==> config.mk <==
export PLATFORM = sky130hd
export DESIGN_NAME = serial_sub_ctrl
export DESIGN_NICKNAME = d
export VERILOG_FILES = /design/src/rtl/serial_sub_ctrl.sv
export SDC_FILE = /design/constraint.sdc
export NUM_CORES = 1
export LEC_CHECK = 0
export CELL_PAD_IN_SITES_DETAIL_PLACEMENT = 1
export CELL_PAD_IN_SITES_GLOBAL_PLACEMENT = 2
export CORE_MARGIN = 10
export CORE_UTILIZATION = 32
export DETAILED_ROUTE_END_ITERATION = 16
export PLACE_DENSITY = 0.76
export SLEW_MARGIN = 25
export SYNTH_ARGS = -nofsm -noshare
export SYNTH_HDL_FRONTEND = slang
export SYNTH_SLANG_ARGS = --single-unit
==> constraint.sdc <==
create_clock -name clk -period 1.6 [get_ports clk]
set_input_delay 0.24 -clock clk [delete_from_list [all_inputs] [get_ports clk]]
set_output_delay 0.24 -clock clk [all_outputs]
set_load 0.005 [all_outputs]
==> src/rtl/serial_sub_ctrl.sv <==
// serial_sub_ctrl: bit-serial WIDTH-bit subtractor sequencer driving one full-subtractor cell, LSB first
module serial_sub_ctrl #(
  parameter int WIDTH = 8
) (
  input  logic             clk,
  input  logic             rst,
  input  logic             start,
  input  logic [WIDTH-1:0] a,
  input  logic [WIDTH-1:0] b,
  input  logic             bin,
  output logic             busy,
  output logic             done,
  output logic [WIDTH-1:0] diff,
  output logic             bout,
  output logic             zero
);
  localparam int CW = $clog2(WIDTH);
  typedef enum logic [1:0] {IDLE, RUN, DONE} state_t;
  state_t state, state_n;
  logic [WIDTH-1:0] a_sr, b_sr, res_sr, res_n;
  logic [CW-1:0] cnt;
  logic br, x, y, d, bn, last;
  always_comb begin
    x       = a_sr[0];
    y       = b_sr[0];
    d       = x ^ y ^ br;
    bn      = (~x & y) | (~(x ^ y) & br);
    res_n   = {d, res_sr[WIDTH-1:1]};
    last    = cnt == CW'(WIDTH - 1);
    state_n = state == IDLE ? (start ? RUN : IDLE) :
              state == RUN  ? (last ? DONE : RUN) : IDLE;
    busy    = state != IDLE;
    done    = state == DONE;
  end
  always_ff @(posedge clk or posedge rst)
    if (rst) state <= IDLE;
    else     state <= state_n;
  always_ff @(posedge clk or posedge rst) begin
    if (rst) begin
      a_sr   <= '0;
      b_sr   <= '0;
      res_sr <= '0;
      br     <= 1'b0;
      cnt    <= '0;
      diff   <= '0;
      bout   <= 1'b0;
      zero   <= 1'b0;
    end else if (state == IDLE && start) begin
      a_sr <= a;
      b_sr <= b;
      br   <= bin;
      cnt  <= '0;
    end else if (state == RUN) begin
      res_sr <= res_n;
      a_sr   <= a_sr >> 1;
      b_sr   <= b_sr >> 1;
      br     <= bn;
      cnt    <= cnt + 1'b1;
      if (last) begin
        diff <= res_n;
        bout <= bn;
        zero <= res_n == '0;
      end
    end
  end
endmodule

==> results of run 1 <==
[power by group through the flow]
| stage | clock network [mW] | logic, mW | registers, mW |
|---|---|---|---|
| 5_1_grt | 0.708 | 1.85 | 1.76 |
| 6_report | 0.632 | 1.61 | 1.70 |
| 4_1_cts | 0.659 | 1.67 | 1.71 |
| 3_5_place_dp | 0 | 1.57 | 1.73 |
| 2_1_floorplan | 0 | 0.974 | 1.66 |
| 3_3_place_gp | 0 | 1.51 | 1.69 |
[state kept, by name, summed over array words and instances, names as in the netlist, 2 cells and up]
signal	count
a_sr	8
b_sr	8
diff	8
res_sr	7
cnt	3
state	2
[synth_stat cells]
| cell | count | share of area (%) |
|---|---|---|
| a221o_1 | 1 | 0.60 |
| a22oi_1 | 12 | 5.4 |
| dfrtp_1 | 39 | 59 |
| nor2b_1 | 1 | 0.38 |
| nor4_1 | 2 | 0.75 |
| clkbuf_8 | 1 | 0.83 |
| a22oi_2 | 1 | 0.75 |
| or2_2 | 1 | 0.38 |
| mux2i_1 | 1 | 0.60 |
| buf_6 | 1 | 0.68 |
| o21ai_0 | 7 | 2.1 |
| ha_1 | 2 | 1.5 |
| and2b_1 | 1 | 0.45 |
| nand2b_1 | 1 | 0.38 |
| fa_1 | 1 | 1.2 |
| mux2_2 | 8 | 5.4 |
| nand2_1 | 60 | 14 |
| nor3b_2 | 1 | 0.75 |
| o21bai_1 | 2 | 0.90 |
| inv_1 | 4 | 0.90 |
| o21ai_1 | 1 | 0.30 |
| buf_2 | 3 | 0.90 |
| nand3b_4 | 1 | 1.2 |
| nor2_1 | 1 | 0.23 |
| buf_4 | 3 | 1.4 |
[routing by layer]
metal	global-route usage, %	routed length (um)
met2	15.6	1830
met1	11.0	1620
met5	0	0
met4	3.86	62
met3	4.56	257
[area by class of cell]
| type | instances | area [um2] |
|---|---|---|
| clock buffers | 5 | 68.8 |
| flip-flops and latches | 39 | 977 |
| clock inverters | 3 | 15.0 |
| multi-input cells | 105 | 619 |
| well taps | 70 | 87.6 |
| repair buffers | 42 | 403 |
| inverters | 4 | 15.0 |
| fillers | 598 | 2890 |
[worst paths after layout]
check,from,endpoint,slack (ns),cells after the start
worst max register to register,cnt[0],diff[7],0.1,4
worst min register to register,b_sr[0],b_sr[0],0.48,2
worst max-delay path,cnt[0],diff[7],0.1,4
worst min-delay path,rst,a_sr[5],0.31,3
max in group asynchronous,rst,state[1],1.08,3
min in group clk,b_sr[0],b_sr[0],0.48,2
[per-stage QoR]
stage | area, um2 | cells | hold WS (ns) | worst slack [ns]
after detailed placement | 2070 | 257 | 0.467 | -0.00465
after global routing | 2190 | 268 | 0.319 | 0.0197
after CTS | 2190 | 268 | 0.316 | 0.00370
after floorplan | 1670 | 156 | 0.354 | 0.133
final | 2190 | 268 | 0.311 | 0.0970
after global placement | 2070 | 257 | 0.461 | 0.0525
[worst register-to-register path, stage by stage, from the launching register on]
cell and delay [ns]:
dfrtp_1 0.40, ha_1 0.21, ha_1 0.22, nand3b_4 0.19
mux2_2 0.37
[repair_timing]
action / in CTS / in global routing
setup buffers: 3 / 0
setup endpoints to repair: 3 / 1
hold endpoints to repair: 0 / 0
hold buffers: 0 / 0
pin swaps: 1 / 1
resized for setup: 4 / 0
[cells by family (layout without fill, tap and decap cells)]
kind of cell	Yosys count	after routing
muxes	9	9
AOI/OAI and AO/OA	24	24
buffers and inverters	12	54
adders and majority gates	3	3
DFF	39	39
and+or+nand+nor	69	69
==> qor.txt, run 1 <==
RSZ-0062 raised after global routing: false
Clk pwr share: 16.0%
Final period util: 93.9%
final core occ: 43.1%
CP peak stage delay: 0.40 ns
largest family of logic cells by synthesized area: simple AND/OR/NAND/NOR gates
DRT Wirelength: 3770 um
syn_area_per_cell: 10.7 um2
slowest cell on the critical path: dfrtp_1
clock buffer depth: 2
DRC viols: 0
CORE AREA: 0.00507 mm2
cell family with most CP delay: adder cells
Total Power: 3.94 mW
clock tree from TritonCTS: built
commonest non-fill, non-tap cells in the layout: nand2_1, dfrtp_1, clkdlybuf4s50_1
CP Cell Sequence: ha_1 -> ha_1 -> nand3b_4 -> mux2_2
Synth Area in XOR/XNOR: 0%
Comb pwr share: 40.9%
GRT Overall Usage: 9.73%
normalized max-slew margin: 76.3%
Crit Path Max Fanout: 13
dpl hpwl: 2820 um
simple-gate share of the synthesized area: 18.0%
net switching fraction of the power: 35.2%
Worst setup SP type: flop
setup violators final: 0
Synth Register Bits: 39
vias in the first global route: 1323
initial core utilization: 32.8%
Antenna Nets Post-Route: 0
initial antenna violation count: 0
TritonCTS Buffers: 5
Die W: 92.2 um
share of cells above drive strength 1: 16.7%
Leakage Power: 1.06 nW
outcome: complete, no violations
adder-cell area share of the yosys netlist: 2.70%
synth warn: 0
initial DRC count: 18
Root Buffer: clkbuf_8
Post-Syn Area: 0.00167 mm2
clk_skew: 0.00321 ns
Die Ht: 92.2 um
grt total ovfl: 0
RePlAce Congestion: 0.709
Period minus WS final: 1.50 ns
Reg clk slew, reported paths: 0.07 ns
register area share after synthesis: 58.6%
sequential power share: 43.1%
commonest non-fill, non-tap cell in the layout: nand2_1
via density per instance: 4.63
worst hold path class: primary input to async pin
switching pwr: 1.39 mW
Mapped Cells: 156
Setup CP Type: flop to flop
clk sinks: 39
Worst-Margin Slew: 0.355 ns
area delta synth->final: 31.2%
worst path required time: 1.77 ns
Sum Neg Setup Slack: 0 ns
crit end category: flop
max cap viols: 0
fmax: 665 MHz
complex-gate fraction of the synthesized area: 10.1%
multiplexer share of the synthesized area: 6.01%
final count of hold timing violations: 0
Synth cell types: 25
CP Buf/Inv Count: 0
Power Dens Cells: 1800 mW/mm2
Power Internal: 2.56 mW
Final #Nets: 220
Buffers on Ports: 31
CP dominant cell by count: ha_1
boundary pin count: 32
Die ar.: 0.00849 mm2
routed length per placed instance: 14.1 um
routed vias: 1241
DRT Pass-1 Iters: 3
cell row count: 26
first-pass GRT wire length: 6630 um
maximum VDD drop: 0.608 mV
# H-tree levels: 2
Critical Path AT: 1.68 ns
fin. max-slew vios: 0
largest net degree at the start of global routing: 40
syn_nets: 179
clk_lat worst skew: 0.29 ns
diode count: 0
(Power assumes the default switching activity.)
==> run 2: changes to the inputs <==
--- a/config.mk
+++ b/config.mk
@@ -8,9 +8,11 @@
 export CELL_PAD_IN_SITES_DETAIL_PLACEMENT = 1
 export CELL_PAD_IN_SITES_GLOBAL_PLACEMENT = 2
 export CORE_MARGIN = 10
-export CORE_UTILIZATION = 32
+export CORE_UTILIZATION = 29
 export DETAILED_ROUTE_END_ITERATION = 16
-export PLACE_DENSITY = 0.76
+export MAX_ROUTING_LAYER = met4
+export PLACE_DENSITY = 0.73
+export SKIP_LAST_GASP = 1
 export SLEW_MARGIN = 25
 export SYNTH_ARGS = -nofsm -noshare
 export SYNTH_HDL_FRONTEND = slang
==> constraint.sdc (replaced) <==
create_clock -name clk -period 1.3 [get_ports clk]
set_input_delay 0.195 -clock clk [delete_from_list [all_inputs] [get_ports clk]]
set_output_delay 0.195 -clock clk [all_outputs]
set_load 0.005 [all_outputs]
==> run 2 against run 1 <==
  * Die area is 8.1% higher
  * Register-to-register slack lost 0.23 ns
  * Cell area rose by 19%
  * Routed wire length grew 30%
  * The run now ends with negative setup slack left
  * Clock power rose by 25%
  * Setup slack got worse by 0.23 ns
  * Non-clock buffer count up 22
  * Fmax rose by 5.0%
  * Critical path depth rose by 3
  * Sequential share of layout area fell by 7.1 points
  * Sequential power grew 25%
  * Critical path type unchanged
==> qor.txt, run 2 (synthesis gave the netlist of run 1 again) <==
CP Buf/Inv Count: 4
routed vias: 1353
Die Ht: 95.8 um
DRC viols: 0
failing checks: negative setup slack
cell row count: 27
initial DRC count: 66
CP Cell Sequence: buf_6 -> buf_8 -> nor3b_4 -> buf_6 -> clkbuf_16 -> a22oi_2 -> nand2_1
Die ar.: 0.00918 mm2
Sequential Area: 976 um2
boundary pin count: 32
worst hold path class: primary input to async pin
slowest cell on the critical path: dfrtp_1
normalized max-slew margin: 81.1%
share of cells above drive strength 1: 34.8%
commonest non-fill, non-tap cell in the layout: nand2_1
Worst-Margin Slew: 0.281 ns
Final #Nets: 243
RSZ-0062 raised after global routing: true
Period minus WS final: 1.43 ns
Worst setup SP type: flop
area delta synth->final: 55.7%
DRT Wirelength: 4900 um
largest net degree at the start of global routing: 40
clock tree from TritonCTS: built
Crit Path Max Fanout: 5
grt total ovfl: 0
clk_skew: 0.00607 ns
Clk pwr share: 13.4%
first-pass GRT wire length: 7430 um
TritonCTS Buffers: 5
vias in the first global route: 1444
cell family with most CP delay: buffers and inverters
Power Dens Cells: 2270 mW/mm2
routed length per placed instance: 16.7 um
initial antenna violation count: 0
outcome: finished with violations
CORE AREA: 0.00554 mm2
Leakage Power: 1.30 nW
setup violators final: 30
Critical Path AT: 1.66 ns
Setup CP Type: flop to flop
Power Internal: 3.78 mW
initial core utilization: 30.1%
Antenna Nets Post-Route: 0
sequential power share: 36.1%
final count of hold timing violations: 0
clk sinks: 39
RePlAce Congestion: 0.697
biggest regs: a_sr (8), b_sr (8), diff (8)
fmax: 699 MHz
max cap viols: 0
Sum Neg Setup Slack: -2.49 ns
Final period util: 110%
crit end category: flop
area occupied by multi-input gates: 792 um2
Buffers on Ports: 31
clk_lat worst skew: 0.29 ns
switching pwr: 2.12 mW
fin. max-slew vios: 0
final core occ: 46.8%
dpl hpwl: 3050 um
slack of the critical path: -0.131 ns
via density per instance: 4.62
GRT Overall Usage: 10.8%
CP dominant cell by count: buf_6
Total Power: 5.90 mW
DRT Pass-1 Iters: 6
Comb pwr share: 50.5%
worst-case hold slack: 0.270 ns
net switching fraction of the power: 36.0%
Reg clk slew, reported paths: 0.07 ns
clock buffer depth: 2
CP peak stage delay: 0.42 ns
Die W: 95.8 um
Root Buffer: clkbuf_8
worst path required time: 1.53 ns
# H-tree levels: 2
filler instances: 616
maximum VDD drop: 0.919 mV
commonest non-fill, non-tap cells in the layout: nand2_1, dfrtp_1, clkdlybuf4s50_1
diode count: 0
[run 2: metal layers]
layer	vias up	track usage, %	wire [um]
met5	-	-	0
met4	0	4.05	68
met3	6	2.65	187
met2	22	17.2	2510
met1	678	12.8	2140
li1	647	-	-
[run 2: worst min-delay path, delay by kind of cell]
| family | cells | cell delay, ns |
|---|---|---|
| buffers and inverters | 3 | 0.74 |
[run 2: final timing paths]
path | slack (ns) | to | start | cells after the start
worst min-delay path | 0.27 | a_sr[3] | rst | 3
worst min register to register | 0.48 | bout | bout | 2
worst max-delay path | -0.13 | a_sr[1] | state[0] | 7
worst max register to register | -0.13 | a_sr[1] | state[0] | 7
min in group clk | 0.46 | b_sr[7] | b[7] | 3
max in group asynchronous | 0.83 | diff[6] | rst | 3
[run 2: metrics by stage]
stage | setup slack [ns] | std cells | instance area (um2)
6_report | -0.131 | 293 | 2590
3_5_place_dp | -0.148 | 266 | 2200
3_3_place_gp | -0.118 | 266 | 2200
2_1_floorplan | -0.0803 | 156 | 1700
4_1_cts | -0.105 | 282 | 2370
5_1_grt | -0.207 | 293 | 2590
[run 2: layout make-up]
class	count	area share, %
Multi-Input combinational cell	106	30.5
Inverter	4	0.579
Sequential cell	39	37.6
Clock buffer	7	2.94
Timing Repair Buffer	64	24.7
Tap cell	72	3.47
Clock inverter	1	0.193
[run 2: repair_timing]
item,4_1_cts,5_1_grt
setup buffers,7,11
hold buffers,0,0
pin swaps,2,19
gates cloned,1,2
endpoints found under the setup margin,38,39
resized for setup,25,42
[run 2: power groups by stage]
stage          Clock [mW]  Sequential, mW  Combinational, mW
2_1_floorplan           0            2.05               1.28
3_3_place_gp            0            2.09               2.12
3_5_place_dp            0            2.13               2.22
4_1_cts             0.822            2.11               2.41
5_1_grt             0.896            2.20               3.28
6_report            0.793            2.13               2.98
